<file path="config.mk">
export PLATFORM = sky130hd
export DESIGN_NAME = mem_store_buffered
export DESIGN_NICKNAME = d
export VERILOG_FILES = /design/src/rtl/mem_store_buffered.sv
export SDC_FILE = /design/constraint.sdc
export NUM_CORES = 1
export LEC_CHECK = 0
export ABC_AREA = 1
export CORE_ASPECT_RATIO = 1.5
export CORE_MARGIN = 2
export CORE_UTILIZATION = 56
export CTS_CLUSTER_DIAMETER = 200
export DETAILED_ROUTE_END_ITERATION = 6
export PLACE_DENSITY = 0.81
export SLEW_MARGIN = 10
export SYNTH_ARGS = -nofsm -noshare
export SYNTH_HDL_FRONTEND = slang
export SYNTH_SLANG_ARGS = --single-unit
</file>
<file path="constraint.sdc">
create_clock -name clk -period 6.6 [get_ports clk]
set_clock_uncertainty 0.15 [all_clocks]
set_input_delay 0.66 -clock clk [delete_from_list [all_inputs] [get_ports clk]]
set_output_delay 0.66 -clock clk [all_outputs]
set_load 0.005 [all_outputs]
</file>
<file path="src/rtl/mem_store_buffered.sv">
// MEM stage with a circular store buffer that drains over a req/ack port while loads
// take priority. Define MEM_MISALIGN_TRAP_EN to trap misaligned H/W accesses instead of aligning down.
module mem_store_buffered #(
  parameter int ADDR_W     = 32,
  parameter int SBUF_DEPTH = 4
) (
  input  logic              clk,
  input  logic              rst,
  input  logic [31:0]       AluResult,
  input  logic [31:0]       WriteData,
  input  logic              MemRead,
  input  logic              MemWrite,
  input  logic [2:0]        LS_op,
  output logic [31:0]       Result,
  output logic              Stall,
  output logic              SbEmpty,
  output logic              MisalignExc,
  output logic              MemReq,
  output logic              MemWe,
  output logic [ADDR_W-1:0] MemAddr,
  output logic [31:0]       MemWriteData,
  output logic [3:0]        MemByteEn,
  input  logic              MemAck,
  input  logic [31:0]       MemData
);

  localparam int PTR_W = $clog2(SBUF_DEPTH);
  localparam int CNT_W = PTR_W + 1;
  localparam int WA_W  = ADDR_W - 2;

  typedef enum logic [1:0] {S_IDLE, S_LD_WAIT, S_ST_WAIT, S_LD_RESP} state_t;

  state_t                r_state;
  state_t                w_state_nxt;
  logic [WA_W-1:0]       r_sb_addr [SBUF_DEPTH];
  logic [31:0]           r_sb_data [SBUF_DEPTH];
  logic [3:0]            r_sb_be   [SBUF_DEPTH];
  logic [SBUF_DEPTH-1:0] r_sb_vld;
  logic [SBUF_DEPTH-1:0] w_vld_nxt;
  logic [PTR_W-1:0]      r_head;
  logic [PTR_W-1:0]      r_tail;
  logic [CNT_W-1:0]      r_count;
  logic [31:0]           r_ld_data;
  logic [1:0]            r_ld_off;
  logic [2:0]            r_ld_op;

  logic              w_is_byte;
  logic              w_is_half;
  logic              w_drop;
  logic [1:0]        w_off;
  logic [WA_W-1:0]   w_word;
  logic [31:0]       w_st_data;
  logic [3:0]        w_st_be;
  logic              w_hazard;
  logic              w_ld_pend;
  logic              w_full;
  logic              w_empty;
  logic              w_enq;
  logic              w_deq;
  logic              w_ld_cap;
  logic              w_req;
  logic              w_we;
  logic [ADDR_W-1:0] w_req_addr;
  logic [31:0]       w_req_data;
  logic [3:0]        w_req_be;

  function automatic logic [31:0] load_extend(input logic [31:0] d, input logic [1:0] off,
                                              input logic [2:0] op);
    logic [7:0]  b;
    logic [15:0] h;
    b = d[{off, 3'b000} +: 8];
    h = off[1] ? d[31:16] : d[15:0];
    case (op[1:0])
      2'b00:   return op[2] ? {24'd0, b} : {{24{b[7]}}, b};
      2'b01:   return op[2] ? {16'd0, h} : {{16{h[15]}}, h};
      default: return d;
    endcase
  endfunction

  assign w_is_byte = (LS_op[1:0] == 2'b00);
  assign w_is_half = (LS_op[1:0] == 2'b01);
  assign w_word    = AluResult[ADDR_W-1:2];

`ifdef MEM_MISALIGN_TRAP_EN
  logic w_misalign;
  assign w_misalign  = (MemRead | MemWrite) &
                       ((w_is_half & AluResult[0]) |
                        (~w_is_byte & ~w_is_half & (AluResult[1:0] != 2'b00)));
  assign w_drop      = w_misalign;
  assign w_off       = AluResult[1:0];
  assign MisalignExc = rst & w_misalign;
`else
  assign w_drop      = 1'b0;
  assign w_off       = w_is_byte ? AluResult[1:0] :
                       w_is_half ? {AluResult[1], 1'b0} : 2'b00;
  assign MisalignExc = 1'b0;
`endif

  // Stores are lane-replicated so the byte enables alone pick the target bytes
  always_comb begin
    w_st_be   = 4'b1111;
    w_st_data = WriteData;
    if (w_is_byte) begin
      w_st_be   = 4'b0001 << w_off;
      w_st_data = {4{WriteData[7:0]}};
    end else if (w_is_half) begin
      w_st_be   = 4'b0011 << w_off;
      w_st_data = {2{WriteData[15:0]}};
    end
  end

  always_comb begin
    w_hazard = 1'b0;
    for (int i = 0; i < SBUF_DEPTH; i++) begin
      if (r_sb_vld[i] && (r_sb_addr[i] == w_word)) w_hazard = 1'b1;
    end
  end

  assign w_ld_pend = MemRead & ~w_drop;
  assign w_full    = (r_count == CNT_W'(SBUF_DEPTH));
  assign w_empty   = (r_count == '0);
  assign w_enq     = rst & MemWrite & ~w_drop & (~w_full | w_deq);

  always_comb begin
    w_state_nxt = r_state;
    w_req       = 1'b0;
    w_we        = 1'b0;
    w_req_addr  = '0;
    w_req_data  = '0;
    w_req_be    = '0;
    w_deq       = 1'b0;
    w_ld_cap    = 1'b0;
    if (rst) begin
      case (r_state)
        S_IDLE: begin
          if (w_ld_pend && !w_hazard) begin
            w_req      = 1'b1;
            w_req_addr = {w_word, 2'b00};
            if (MemAck) begin
              w_ld_cap    = 1'b1;
              w_state_nxt = S_LD_RESP;
            end else begin
              w_state_nxt = S_LD_WAIT;
            end
          end else if (!w_empty) begin
            w_req      = 1'b1;
            w_we       = 1'b1;
            w_req_addr = {r_sb_addr[r_head], 2'b00};
            w_req_data = r_sb_data[r_head];
            w_req_be   = r_sb_be[r_head];
            if (MemAck) w_deq = 1'b1;
            else        w_state_nxt = S_ST_WAIT;
          end
        end
        S_LD_WAIT: begin
          w_req      = 1'b1;
          w_req_addr = {w_word, 2'b00};
          if (MemAck) begin
            w_ld_cap    = 1'b1;
            w_state_nxt = S_LD_RESP;
          end
        end
        S_ST_WAIT: begin
          w_req      = 1'b1;
          w_we       = 1'b1;
          w_req_addr = {r_sb_addr[r_head], 2'b00};
          w_req_data = r_sb_data[r_head];
          w_req_be   = r_sb_be[r_head];
          if (MemAck) begin
            w_deq       = 1'b1;
            w_state_nxt = S_IDLE;
          end
        end
        default: w_state_nxt = S_IDLE;
      endcase
    end
  end

  // Clear the dequeued slot before setting the enqueued one: they coincide when full
  always_comb begin
    w_vld_nxt = r_sb_vld;
    if (w_deq) w_vld_nxt[r_head] = 1'b0;
    if (w_enq) w_vld_nxt[r_tail] = 1'b1;
  end

  always_ff @(posedge clk or negedge rst) begin
    if (!rst) begin
      r_state  <= S_IDLE;
      r_head   <= '0;
      r_tail   <= '0;
      r_count  <= '0;
      r_sb_vld <= '0;
    end else begin
      r_state  <= w_state_nxt;
      r_sb_vld <= w_vld_nxt;
      if (w_deq) r_head <= r_head + PTR_W'(1);
      if (w_enq) r_tail <= r_tail + PTR_W'(1);
      case ({w_enq, w_deq})
        2'b10:   r_count <= r_count + CNT_W'(1);
        2'b01:   r_count <= r_count - CNT_W'(1);
        default: r_count <= r_count;
      endcase
    end
  end

  always_ff @(posedge clk) begin
    if (w_enq) begin
      r_sb_addr[r_tail] <= w_word;
      r_sb_data[r_tail] <= w_st_data;
      r_sb_be[r_tail]   <= w_st_be;
    end
    if (w_ld_cap) begin
      r_ld_data <= MemData;
      r_ld_off  <= w_off;
      r_ld_op   <= LS_op;
    end
  end

  assign MemReq       = w_req;
  assign MemWe        = w_we;
  assign MemAddr      = w_req_addr;
  assign MemWriteData = w_req_data;
  assign MemByteEn    = w_req_be;
  assign Stall        = rst & ((w_ld_pend & (r_state != S_LD_RESP)) |
                               (MemWrite & ~w_drop & w_full & ~w_deq));
  assign Result       = (rst && (r_state == S_LD_RESP)) ?
                        load_extend(r_ld_data, r_ld_off, r_ld_op) : AluResult;
  assign SbEmpty      = w_empty & (r_state != S_ST_WAIT);

endmodule
</file>
==> run summary <==
The xor/xnor share of the synthesized area is 1.055%. The delay of the slowest cell on the worst path is 730 ps. After synthesis, the largest family of logic cells by area is simple AND/OR/NAND/NOR gates. The via count of the first global-routing pass was 12.69k.

The overall fraction of global-route tracks in use is between 30 and 40%. The final layout net count is just under 2k. Entering global routing, the biggest net connects 86 pins. Sequential cells burn 38.7% of the power. The static power due to leakage is between 7 and 8 nW.

The final weighted congestion of routability-driven global placement is 0.9831. The startpoint identified for the worst register-to-register timing path is r_sb_addr[2][24]. The maximum operating frequency is about 180 MHz.

STA puts the critical path data arrival time at roughly 4700 ps. The combinational fraction of design power is between 30 and 40%. The post-layout minimum cycle time is 5461 ps. The maximum fanout count along the critical path is 37. In this run the cell area of the synthesized design comes to 15780 µm². The wire length after detailed routing is 48730 µm. The start point of the critical path is AluResult[18].

The worst slew slack as a fraction of its limit came out at 25.22%. Power spread over the standard cell area amounts to between 300 and 400 nW/µm². A synthesized cell averages 9.604 µm². The cell with the largest stage delay on the worst path is clkdlybuf4s50_1. The total inserted antenna cells is 0. The worst setup path is launched from an input port.

The most used standard cell by instance count after synthesis is nand2_1. The final period utilization is between 80% and 90%. The number of instances in the synthesized netlist is 1643.

The synthesized-area fraction occupied by ao, oa, aoi and oai cells came out at around 15%. The boundary pin count came out at ~210. The core box area is 27870 µm². The synthesized design contains 301 enable-type register cells.

The filler cells instantiated in the layout total 2118. The kind of capture point of the worst setup path is a primary output. The area enclosed by the die boundary is 29560 µm². By count the netlist is led by nand2_1 (497), edfxtp_1 (301), a21oi_1 (175). The height of the chip came out at 209.6 µm.

The setup violation total in the final timing report is 0. After detailed routing, the average wire length per cell comes to 22.30 µm. The number of pins exceeding their max-slew limit in the final report is 0. The cell total after placement came out at 2132.

The adder and majority cell fraction of the synthesized area came out at 1.395%. Setup repair after global routing left no endpoint under its margin. The setup fix buffers added after clock tree synthesis came out at 0.

The tree is rooted in a clkbuf_16. Compared with the post-synthesis result, the final layout area differs by 21.00%. The run finished with clean final reports. The sum of negative setup slack is 0 ps. The effective utilization at floorplan came out at between 50% and 60%. The portion of netlist area occupied by mux cells is 0%.

Leaving out filler cells and counting taps, the final layout contains 2185. The total number of vias came out at roughly 13k. In this run the worst hold path is classified as in2async.

The most area-hungry cell type in the Yosys netlist is edfxtp_1. The sequential fraction of the synthesis area is 59.34%. For this run, the leading register cell type out of synthesis is edfxtp_1. After detailed routing, the number of remaining DRC violations is 0. The count of buffers inserted at the top-level ports came out at 205. Cells fill 68.51% of the core in the end. The cell family with the largest share of critical-path delay is simple AND/OR/NAND/NOR gates. The final number of hold-violating endpoints came to 0. The critical path goes through clkdlybuf4s50_1, inv_1, nand2_1, nand2_1, nor2_1, nand2_1, nor2_1, nand2_1, nor2_1, nor2_1, nand3_2, nand2_2, nand2_4, nand2_4, a221oi_1, clkdlybuf4s50_1.

TritonCTS built the clock tree. Net switching is between 30% and 40% of the power. The number of cell instances on the worst register-to-register path is 16. In this run the deepest clock path goes through 3 buffers.

The number of rows created at floorplan came out at 75. The number of buffers created by CTS came out at 29. The critical path contains buffers and inverters numbering 3 combined. After the first detailed-routing iteration, the DRC count stood at 1366. The number of levels the H-tree was split into came out at 1. The worst hold margin is about 300 ps.

The highest ir drop seen on vdd came out at 267.3 µV. The clock latency at the later pin of the worst-skew pair is 570 ps. The post-detailed-route count of antenna-violating nets is 0.

The total overflow reported by the global router came out at 0. The post-synthesis simple-gate area fraction is between 10% and 20%. Hold repair after CTS inserted 0 buffers.

The total of warnings raised by yosys is 0. The multi-input gate area in the final layout came out at 5485 µm². The footprint of the flip-flops and latches came out at 9369 µm². The netlist uses 39 different library cells. The die is 141.1 µm wide. At the worst endpoint, the required time is 5790 ps. After synthesis the netlist holds a flip-flop and latch count of around 310.

The number of maximum-capacitance constraint violations came out at 0. The number of gates given a new drive strength after cts came out at 0. Once detailed placement completed, the half-perimeter wirelength came to 33310 µm. The wire length of the first global-routing pass came out at 73260 µm. The pin slew with the least headroom to its limit came out at 1122 ps. Total power for the finished layout comes to 6.807 mW.

The clock slew seen by the registers of the worst setup and hold paths is ~60 ps. The share of synthesized flip-flops with an asynchronous set or reset came out at slightly above 4%. Cells with a size suffix above 1 make up 7.558% of the layout. The number of search-and-repair iterations in the first detailed-routing pass is 6. The internal power came out at 4.325 mW. The clock share of power came out at 25.8%. The switching power summed over all nets came out at 2.483 mW.

The synthesized design devotes to its leading area cell type 57.28% of total area. Sorting the synthesized cells by area gives the leading types as edfxtp_1 (57%), nand2_1 (12%), a21oi_1 (5.6%). The number of antenna violations at the first check in global routing is 0. The number of vias per cell after detailed routing came out at ~6.0. The destination of the worst register-to-register timing path is r_sb_data[0][0]. The critical path is of the in2out type. The number of clock sinks is ~310. The worst setup slack for register-to-register paths came out at 2720 ps.
[layer usage]
| metal | GRT usage (%) | up-vias | share of wire, % |
|---|---|---|---|
| li1 | - | 5984 | - |
| met1 | 39.93 | 6193 | 35 |
| met2 | 56.63 | 722 | 51 |
| met3 | 3.240 | 138 | 7.3 |
| met4 | 19.45 | 0 | 6.7 |
| met5 | 0 | - | 0 |
[cell type report]
cell class              count  area share (%)
clock buffers              31           3.840
clock inverters            22           1.337
inverters                 165           3.250
multi-input cells        1086           28.73
flip-flops and latches    314           49.07
well taps                 346           2.267
repair buffers            221           11.51
[flip-flops by register name (all words and copies together), names as in the netlist, 3 cells and up]
| signal | cells |
|---|---|
| r_ld_data | 32 |
| r_sb_data | 128 |
| r_ld_op | 3 |
| r_sb_addr | 120 |
| r_sb_vld | 4 |
| r_count | 3 |
| r_sb_be | 16 |
[worst max path at each step]
stage | to | slack (ps) | depth (start not counted)
final | MemByteEn[1] | 1140 | 16
after CTS | MemByteEn[1] | 1150 | 16
after global placement | MemByteEn[1] | 1160 | 15
after floorplan | r_sb_addr[0][0] | 1300 | 17
after global routing | MemByteEn[1] | 890 | 16
after detailed placement | MemByteEn[1] | 1180 | 14
[through the flow]
step	area, µm²	setup WS (ps)
finish	19090	1139
global route	19090	888.7
CTS	19090	1149
detailed placement	18100	1176
global placement	18100	1158
floorplan	15790	1299
[worst register-to-register path, stage by stage, from the launching register on]
cell	delay, ps
edfxtp_1	420
nand2_1	90
nand2_1	60
nor2_1	250
nand2_1	100
nor2_1	130
nand2_1	100
nor2_1	110
nor2_1	60
nand3_2	120
nand2_2	80
nand2_4	420
nand2_4	150
nand4_4	140
nand2_4	140
nor2_4	600
buf_12	390
[cells in the final DEF, fill, tap and decap left out, types with 9 or more instances in the layout]
cell,netlist,layout
inv_1,137,136
ha_1,16,16
o211ai_1,27,27
xnor2_1,13,13
o21ai_0,82,82
clkdlybuf4s50_1,0,205
a21oi_1,175,175
o21ai_1,24,24
nand3_1,49,49
nand2_1,497,497
a221oi_2,29,29
buf_4,6,14
clkbuf_16,0,29
edfxtp_1,301,301
nor2_1,92,87
nor3_1,9,9
inv_2,27,27
dfrtp_1,13,11
a22oi_1,18,18
[power by group through the flow]
| stage | logic (mW) | clock network, mW | registers [mW] |
|---|---|---|---|
| after floorplan | 1.47 | 0 | 2.58 |
| after global placement | 2.34 | 0 | 2.66 |
| after detailed placement | 2.40 | 0 | 2.67 |
| after CTS | 2.41 | 1.77 | 2.63 |
| after global routing | 2.64 | 1.84 | 2.66 |
| final | 2.42 | 1.75 | 2.63 |
[cells by family after synthesis]
group           after synthesis
compound gates              375
xor+xnor                     19
fa+ha+maj                    17
buf+inv                     245
flops                       314
other cells                   1
simple gates                672
Power figures use the tool's default switching activity.
